--- config.mk ---
export PLATFORM = sky130hd
export DESIGN_NAME = sequential_quotient_multiplier
export DESIGN_NICKNAME = d
export VERILOG_FILES = /design/src/rtl/div_pkg.sv /design/src/rtl/seq_shift_add_step.sv /design/src/rtl/sequential_quotient_multiplier.sv
export SDC_FILE = /design/constraint.sdc
export NUM_CORES = 1
export LEC_CHECK = 0
export CORE_UTILIZATION = 30
export CTS_BUF_LIST = sky130_fd_sc_hd__clkbuf_8
export CTS_CLUSTER_DIAMETER = 80
export DETAILED_ROUTE_END_ITERATION = 8
export HOLD_SLACK_MARGIN = 0.03
export PLACE_DENSITY_LB_ADDON = 0.08
export RECOVER_POWER = 50
export SLEW_MARGIN = 25
export SYNTH_ARGS = -nofsm -noshare
export SYNTH_HDL_FRONTEND = slang
export SYNTH_SLANG_ARGS = --single-unit
--- constraint.sdc ---
create_clock -name clk -period 5.9 [get_ports clk]
set_input_delay 1.18 -clock clk [delete_from_list [all_inputs] [get_ports clk]]
set_output_delay 1.18 -clock clk [all_outputs]
set_load 0.01 [all_outputs]
--- src/rtl/div_pkg.sv ---
// Shared types and defaults for the reciprocal-multiply divider.
// Holds width defaults, counter width and the FSM state type.
package div_pkg;

  localparam int ARG_BIT_WIDTH_DEF = 32;
  localparam int PRECISION_DEF     = 64;
  localparam int CNT_W_DEF         = $clog2(PRECISION_DEF) + 1;

  typedef enum logic [2:0] {
    S_IDLE = 3'd0,
    S_MUL  = 3'd1,
`ifdef QUOTIENT_CORRECT_EN
    S_CORR = 3'd2,
    S_FIX  = 3'd3,
`endif
    S_DONE = 3'd4
  } div_state_e;

endpackage

--- src/rtl/seq_shift_add_step.sv ---
// One shift-add multiply step: sum = acc + (sel ? addend : 0).
// Ports: acc, addend (WIDTH), sel (1) in; sum (WIDTH) out.
module seq_shift_add_step
  import div_pkg::*;
#(
  parameter int WIDTH = ARG_BIT_WIDTH_DEF + PRECISION_DEF
) (
  input  logic [WIDTH-1:0] acc,
  input  logic [WIDTH-1:0] addend,
  input  logic             sel,
  output logic [WIDTH-1:0] sum
);

  assign sum = acc + (sel ? addend : '0);

endmodule

--- src/rtl/sequential_quotient_multiplier.sv ---
// Quotient = dividend * reciprocal >> (PRECISION-1), one bit per clock.
// Ports: clk, rst_n, start, dividend, divisor, reciprocal, dvz_in in;
// quotient, remainder, done, dvz out.
// Macro QUOTIENT_CORRECT_EN adds the remainder/quotient fix-up pass;
// without it remainder is tied to zero.
module sequential_quotient_multiplier
  import div_pkg::*;
#(
  parameter int ARG_BIT_WIDTH = ARG_BIT_WIDTH_DEF,
  parameter int PRECISION     = PRECISION_DEF
) (
  input  logic                     clk,
  input  logic                     rst_n,
  input  logic                     start,
  input  logic [ARG_BIT_WIDTH-1:0] dividend,
  input  logic [ARG_BIT_WIDTH-1:0] divisor,
  input  logic [PRECISION-1:0]     reciprocal,
  input  logic                     dvz_in,
  output logic [ARG_BIT_WIDTH-1:0] quotient,
  output logic [ARG_BIT_WIDTH-1:0] remainder,
  output logic                     done,
  output logic                     dvz
);

  localparam int W  = ARG_BIT_WIDTH;
  localparam int PW = ARG_BIT_WIDTH + PRECISION;
  localparam int CW = $clog2(PRECISION) + 1;

  div_state_e      state;
  logic [CW-1:0]   cnt;
  logic [PW-1:0]   acc;
  logic [PW-1:0]   mcand;
  logic [PRECISION-1:0] mplier;
  logic [W-1:0]    q_q;
  logic            done_q;
  logic            dvz_q;
  logic [PW-1:0]   sum;
  logic [W-1:0]    est;

  seq_shift_add_step #(
    .WIDTH (PW)
  ) u_step (
    .acc    (acc),
    .addend (mcand),
    .sel    (mplier[0]),
    .sum    (sum)
  );

  // Reciprocal is scaled by 2^(PRECISION-1).
  assign est = acc[PW-2:PRECISION-1];

`ifdef QUOTIENT_CORRECT_EN
  logic [W-1:0] dvd_q;
  logic [W-1:0] dvs_q;
  logic [W-1:0] est_q;
  logic [W-1:0] rem_q;
  logic [W-1:0] r;
  logic         r_ge;

  // Estimate is exact or one low, so r < 2*divisor and r <= dividend.
  assign r    = dvd_q - acc[W-1:0];
  assign r_ge = (r >= dvs_q);
  assign remainder = rem_q;
`else
  logic unused_divisor;
  assign unused_divisor = ^divisor;
  assign remainder = '0;
`endif

  assign quotient = q_q;
  assign done     = done_q;
  assign dvz      = dvz_q;

  always_ff @(posedge clk or negedge rst_n) begin
    if (!rst_n) begin
      state  <= S_IDLE;
      cnt    <= '0;
      acc    <= '0;
      mcand  <= '0;
      mplier <= '0;
      q_q    <= '0;
      done_q <= 1'b0;
      dvz_q  <= 1'b0;
`ifdef QUOTIENT_CORRECT_EN
      dvd_q  <= '0;
      dvs_q  <= '0;
      est_q  <= '0;
      rem_q  <= '0;
`endif
    end else begin
      unique case (state)
        S_IDLE, S_DONE: begin
          if (start) begin
            acc    <= '0;
            cnt    <= '0;
            mcand  <= PW'(dividend);
            mplier <= reciprocal;
            done_q <= 1'b0;
            dvz_q  <= dvz_in;
`ifdef QUOTIENT_CORRECT_EN
            dvd_q  <= dividend;
            dvs_q  <= divisor;
`endif
            if (dvz_in) begin
              q_q   <= '1;
`ifdef QUOTIENT_CORRECT_EN
              rem_q <= dividend;
`endif
              state <= S_DONE;
            end else begin
              state <= S_MUL;
            end
          end else if (state == S_DONE && !done_q) begin
            // Divide-by-zero result shows one edge after accept.
            done_q <= 1'b1;
          end
        end
        S_MUL: begin
          if (cnt == CW'(PRECISION)) begin
`ifdef QUOTIENT_CORRECT_EN
            est_q  <= est;
            acc    <= '0;
            mcand  <= PW'(est);
            mplier <= PRECISION'(dvs_q);
            cnt    <= '0;
            state  <= S_CORR;
`else
            q_q    <= est;
            done_q <= 1'b1;
            state  <= S_DONE;
`endif
          end else begin
            acc    <= sum;
            mcand  <= mcand << 1;
            mplier <= mplier >> 1;
            cnt    <= cnt + CW'(1);
          end
        end
`ifdef QUOTIENT_CORRECT_EN
        S_CORR: begin
          acc    <= sum;
          mcand  <= mcand << 1;
          mplier <= mplier >> 1;
          cnt    <= cnt + CW'(1);
          if (cnt == CW'(W - 1)) state <= S_FIX;
        end
        S_FIX: begin
          if (r_ge) begin
            q_q   <= est_q + W'(1);
            rem_q <= r - dvs_q;
          end else begin
            q_q   <= est_q;
            rem_q <= r;
          end
          done_q <= 1'b1;
          state  <= S_DONE;
        end
`endif
        default: state <= S_IDLE;
      endcase
    end
  end

endmodule

==> results.ini, run 1 <==
[final_layout]
final_cells=3146
syn_to_final_growth_pct=16.56
num-fill-cells=6337
fin_area_sq_mm=0.02141
regArea_sq_mm=0.007433
fin_nets=2544
drive_gt1_share_pct=5.377
multi_input_area_sq_mm=0.01021

[floorplanning]
die_width_microns=249.4
die_h_microns=249.4
dieArea_sq_mm=0.06221
rows=90
start_util_pct=30.37
pin_count=198
fp.coreArea_sq_mm=0.06047

[hold_path]
min_path_type=reg -> reg
hold_start=mcand[46]$_DFFE_PN0P_

[cts]
clock-root-buffer=clkbuf_8
cts_made_buffers=57
insertion_delay_ns=0.69
cts_buffer_depth=3
cts_setup_buffers=0
cts_max_level=2
cts_hold_buffers=0
path_clk_slew_ns=0.06
post_cts_resized=0
cts_tree=built
clock_sinks=297

[sta]
slew_viol_final=311
tns_ns=0
fmax_mhz=217.7
fin_crit_ns=4.594
finalSetupViolations=0
clock_skew_ns=0.04351
hold_ws_ns=0.4653
slew_headroom_pct=-149.3
rsz0062_at_grt=no
fin_crit_sh_pct=77.86
final_hold_viol_count=0
tightest_slew_ns=3.740

[synthesis]
ys_types=75
synth_cells=2246
synth-seq-cells=297
ys_seq_area_share_pct=40.47
synth.area.top_cells=dfrtp_1 (40%), nand2_1 (9.4%), ha_1 (6.5%)
yosysWarnings=0
netlist.area_leader.share_pct=40.47
synthesis.area_sq_mm=0.01837
yosysTopAreaCell=dfrtp_1
synth-edff-count=0
ys.flop_type=dfrtp_1
synth.most_common_cell=nand2_1
syn_area_per_cell_sq_um=8.177
synthArstFlopShare_pct=100.0
synth_common_cells=nand2_1 (461), dfrtp_1 (297), nor2_1 (173), o21ai_0 (158), nand3_1 (136)

[placed_design]
dpl_cell_area_sq_mm=0.02023
gp_congestion=0.8559
numPortBuffers=133
dp_hpwl_mm=35.61
dp.cells=3038

[power_and_ir_drop]
power_mw=8.986
p_leak_nw=9.494
power_density_mw_per_mm2=419.8
irDropWorstVdd_mv=0.2998

[worst_setup_path]
crit_type=reg -> reg
r2r-start=mplier[0]$_DFFE_PN0P_
cp-end-kind=register
path_cells=buf_4 -> buf_4 -> and2_1 -> ha_1 -> nor2b_1 -> o21ai_0 -> a21oi_1 -> o41a_1 -> a2111oi_0 -> nor2_1 -> or4_1 -> o21a_1 -> a41o_1
critPathRequiredTime_ns=6.46
worst_path_max_delay_cell=dfrtp_2
max_stage_delay_ns=0.88
path_delay_family=compound AO/OA/AOI/OAI gates
worst-path-buf-inv=2
crit_arrival_ns=5.15
crit_top_cell=buf_4
critPathLaunchType=register
startpoint=mplier[0]$_DFFE_PN0P_
cp_max_fo=53

[routing]
vias_per_cell=5.087
avgRoutedWirePerCell_microns=16.55
remaining_drc_errors=0
detail-route-antenna-nets=0
first_pass_iters=5
drtIter0Drc=954
via_count=16010
wl_mm=52.08

[global_route]
grt_pass1_wl_mm=86.08
grt_start_max_net_pins=120
grt_usage_pct=16.69
grt_pass1_vias=16270
antenna_found_initial=1
grt_overflow=0

[run_status]
violations=max-capacitance violations, max-slew violations
outcome=complete, but fails checks

[flow_run]
maxCapViolCount=4

-- worst paths after layout --
kind	endpoint	slack [ns]	depth (start not counted)
min	mcand[47]$_DFFE_PN0P_	0.47	2
min reg2reg	mcand[47]$_DFFE_PN0P_	0.47	2
min in group asynchronous	quotient[24]$_DFFE_PN0P_	0.51	1
max in group asynchronous	mplier[0]$_DFFE_PN0P_	1.63	2
max	acc[94]$_DFFE_PN0P_	1.31	13
max reg2reg	acc[94]$_DFFE_PN0P_	1.31	13
-- worst min-delay path, stage by stage, from the launching register on --
cell and delay (ns):
dfrtp_1 0.35, nand2_1 0.05, nand2_1 0.05
-- routing by layer --
| layer | part of all wire [%] | global-route usage [%] | vias up |
|---|---|---|---|
| met2 | 46 | 27.68 | 270 |
| met3 | 3.5 | 2.399 | 96 |
| met5 | 0 | 0 | - |
| met1 | 48 | 22.15 | 7688 |
| li1 | - | - | 7951 |
| met4 | 2.7 | 5.785 | 0 |
-- registers in the layout (all words and copies together) (netlist names) --
| register | cells |
|---|---|
| mplier | 64 |
| acc | 95 |
| done | 1 |
| quotient | 32 |
| state | 2 |
| cnt | 7 |
| mcand | 95 |
| dvz | 1 |
-- layout by cell type, fill, tap and decap left out, types with 19 or more instances in the layout --
master,instances
a21o_1,41
a21oi_1,130
a31oi_1,108
and2_1,99
clkbuf_8,74
clkdlybuf4s50_1,132
conb_1,32
dfrtp_1,296
ha_1,96
inv_1,46
nand2_1,458
nand3_1,136
nand4_1,40
nor2_1,171
o21ai_0,158
o21bai_1,19
o22a_1,32
xnor2_1,55
xor2_1,37
-- kinds of logic after synthesis --
family | synth area share (%)
AOI/OAI and AO/OA | 19.64
muxes | 0.1635
DFF | 40.47
adders and majority gates | 6.649
buffers and inverters | 4.796
and+or+nand+nor | 23.88
other | 0.02042
xor gates and xnor gates | 4.388
-- power breakdown --
group	switching (mW)	internal (mW)	leakage, nW
clock	0.970	1.17	0.698
sequential	0.368	2.58	3.68
combinational	2.53	1.37	5.12
-- cell type report --
| cell class | count | share of cell area (%) |
|---|---|---|
| antenna | 2 | 0.02338 |
| clock buffer | 74 | 4.758 |
| timing repair buffer | 151 | 6.914 |
| inverter | 26 | 0.4559 |
| clock inverter | 32 | 0.8417 |
| multi-input combinational | 1782 | 47.71 |
| sequential | 297 | 34.72 |
| tap | 782 | 4.571 |
-- through the flow --
step	setup WS (ns)	util, %
floorplan	2.468	-
global placement	1.173	33.45
detailed placement	1.211	33.45
CTS	1.200	35.43
global route	0.8532	35.40
finish	1.306	35.40
(Power assumes the default switching activity.)
==> run 2, diff against run 1 <==
- clock period: 5.9 -> 4.2 ns (I/O delays scaled with it)
==> run 2 against run 1 <==
Compared with the run above: the flow still finishes with violations (max-capacitance violations, max-slew violations); register-to-register slack got worse by 1.0 ns; die area unchanged; flip-flop and latch count unchanged; critical endpoint unchanged; largest power group unchanged; highest routed layer unchanged.
==> results.ini, run 2 (same netlist as run 1, synthesis figures left out) <==
[run_status]
outcome=complete, but fails checks  ; unchanged
violations=max-capacitance violations, max-slew violations  ; unchanged

[cts]
cts_buffer_depth=3  ; unchanged
cts_made_buffers=58  ; was 57
clock-root-buffer=clkbuf_8  ; unchanged
cts_tree=built  ; unchanged
path_clk_slew_ns=0.06  ; about the same
insertion_delay_ns=0.67  ; was 0.69 ns
cts_max_level=2  ; unchanged
clock_sinks=297  ; unchanged

[power_and_ir_drop]
power_density_mw_per_mm2=589.0  ; was 419.8 mW/mm^2
p_leak_nw=9.901  ; was 9.494 nW
irDropWorstVdd_mv=0.3308  ; was 0.2998 mV
power_mw=13.00  ; was 8.986 mW

[routing]
detail-route-antenna-nets=0  ; unchanged
first_pass_iters=5  ; unchanged
avgRoutedWirePerCell_microns=16.64  ; was 16.55 microns
remaining_drc_errors=0  ; unchanged
wl_mm=53.58  ; was 52.08 mm
vias_per_cell=5.048  ; was 5.087
via_count=16260  ; was 16010
drtIter0Drc=921  ; was 954

[sta]
final_hold_viol_count=0  ; unchanged
slew_headroom_pct=-76.93  ; was -149.3%
fmax_mhz=254.8  ; was 217.7 MHz
tightest_slew_ns=2.654  ; was 3.740 ns
fin_crit_ns=3.925  ; was 4.594 ns
rsz0062_at_grt=no  ; unchanged
clock_skew_ns=0.04474  ; was 0.04351 ns
fin_crit_sh_pct=93.45  ; was 77.86%
slew_viol_final=255  ; was 311
finalSetupViolations=0  ; unchanged

[floorplanning]
dieArea_sq_mm=0.06221  ; unchanged
start_util_pct=30.37  ; unchanged
fp.coreArea_sq_mm=0.06047  ; unchanged
die_h_microns=249.4  ; unchanged
die_width_microns=249.4  ; unchanged
rows=90  ; unchanged
pin_count=198  ; unchanged

[worst_setup_path]
worst-path-buf-inv=4  ; was 2
path_delay_family=compound AO/OA/AOI/OAI gates  ; unchanged
crit_top_cell=a21oi_1  ; was buf_4
crit_type=reg -> reg  ; unchanged
critPathRequiredTime_ns=4.75  ; was 6.46 ns
max_stage_delay_ns=0.57  ; was 0.88 ns
crit_arrival_ns=4.48  ; was 5.15 ns
cp_max_fo=24  ; was 53
worst_path_max_delay_cell=dfrtp_4  ; was dfrtp_2
cp-end-kind=register  ; unchanged
critPathLaunchType=register  ; unchanged
path_cells=buf_12 -> buf_12 -> and2_1 -> ha_1 -> buf_4 -> a21oi_1 -> o21a_1 -> o21ai_0 -> a21oi_1 -> o21ai_0 -> a221o_1 -> a41oi_2 -> o31ai_2 -> buf_4 -> a41oi_1 -> a21oi_1 -> a41o_1  ; was buf_4 -> buf_4 -> and2_1 -> ha_1 -> nor2b_1 -> o21ai_0 -> a21oi_1 -> o41a_1 -> a2111oi_0 -> nor2_1 -> or4_1 -> o21a_1 -> a41o_1

[global_route]
grt_pass1_vias=16330  ; was 16270
grt_start_max_net_pins=135  ; was 120
grt_overflow=0  ; unchanged
antenna_found_initial=1  ; unchanged
grt_pass1_wl_mm=87.84  ; was 86.08 mm
grt_usage_pct=17.11  ; was 16.69%

[final_layout]
largestRegisters=acc: 95 flops, mcand: 95 flops, mplier: 64 flops  ; unchanged
drive_gt1_share_pct=8.662  ; was 5.377%
finish.utilization_pct=36.51  ; was 35.40%
fin_nets=2622  ; was 2544
syn_to_final_growth_pct=20.22  ; was 16.56%
layout_commonest_cell=nand2_1  ; unchanged
layout_common_cells=nand2_1 (460), dfrtp_1 (296), nor2_1 (170)  ; was nand2_1 (458), dfrtp_1 (296), nor2_1 (171)
num-fill-cells=6312  ; was 6337

[hold_path]
min_path_type=reg -> reg  ; unchanged

[flow_run]
maxCapViolCount=4  ; unchanged

[placed_design]
gp_congestion=0.8442  ; was 0.8559
dp_hpwl_mm=37.70  ; was 35.61 mm
numPortBuffers=133  ; unchanged

[run 2: changes by cell type in the layout (fill, tap and decap cells not counted), sizes merged]
cell,before,now
dlygate4sd3,0,1
clkinv,8,6
clkdlybuf4s25,1,0
bufinv,1,2
clkbuf,77,79
buf,15,90
clkinvlp,1,0
clkdlybuf4s50,132,131
[run 2: worst register-to-register path: stages (launching register included)]
cell,delay (ns)
dfrtp_4,0.57
buf_12,0.19
buf_12,0.16
and2_1,0.14
ha_1,0.29
buf_4,0.17
a21oi_1,0.23
o21a_1,0.20
o21ai_0,0.09
a21oi_1,0.16
o21ai_0,0.12
a221o_1,0.32
a41oi_2,0.32
o31ai_2,0.11
buf_4,0.16
a41oi_1,0.28
a21oi_1,0.10
a41o_1,0.21
[run 2: area by class of cell]
cell class	instances	area, sq um	area share (%)
clock buffer	73	1005	4.551
timing repair buffer	228	2128	9.640
inverter	26	97.59	0.4420
antenna	2	5.005	0.02267
tap	782	978.4	4.432
clock inverter	30	177.7	0.8047
multi-input combinational	1782	10250	46.43
sequential	297	7436	33.68
[run 2: where the power goes]
part / internal (mW) / switching, mW
Clock: 1.67 / 1.33
Sequential: 3.62 / 0.474
Combinational: 2.20 / 3.70
Total: 7.50 / 5.51
[run 2: layer usage]
| layer | track usage (%) | vias to the layer above | part of all wire, % |
|---|---|---|---|
| met5 | 0 | - | 0 |
| met4 | 5.062 | 0 | 2.5 |
| met3 | 3.191 | 81 | 4.1 |
| met2 | 27.28 | 274 | 45 |
| met1 | 23.48 | 7793 | 48 |
| li1 | - | 8108 | - |
[run 2: worst paths after layout]
| path | start | end | slack (ns) | cells past startpoint |
|---|---|---|---|---|
| max | mplier[0]$_DFFE_PN0P_ | acc[94]$_DFFE_PN0P_ | 0.28 | 17 |
| min | dvz$_DFFE_PN0P_ | dvz$_DFFE_PN0P_ | 0.47 | 2 |
| max reg2reg | mplier[0]$_DFFE_PN0P_ | acc[94]$_DFFE_PN0P_ | 0.28 | 17 |
| min reg2reg | dvz$_DFFE_PN0P_ | dvz$_DFFE_PN0P_ | 0.47 | 2 |
| max in group asynchronous | rst_n | mcand[51]$_DFFE_PN0P_ | 0.81 | 2 |
| min in group asynchronous | rst_n | mcand[74]$_DFFE_PN0P_ | 1.02 | 1 |
[run 2: timing repair]
item                       4_1_cts  5_1_grt
hold buffers                     0        0
pin swaps                        1        3
resized for setup                2       10
buffers inserted                 0        2
setup endpoints to repair        1        9
[run 2: per-stage QoR]
step / TNS, ns / std cells / setup slack [ns] / instance area (sq um) / hold slack [ns]
2_1_floorplan: 0 / 2277 / 0.7678 / 18480 / 0.4528
3_3_place_gp: -0.07441 / 3113 / -0.07441 / 20890 / 0.4675
3_5_place_dp: 0 / 3113 / 0.007705 / 20890 / 0.4643
4_1_cts: 0 / 3216 / 0.04247 / 22080 / 0.2164
5_1_grt: 0 / 3220 / 0.009153 / 22080 / 0.4804
6_report: 0 / 3220 / 0.2751 / 22080 / 0.4690
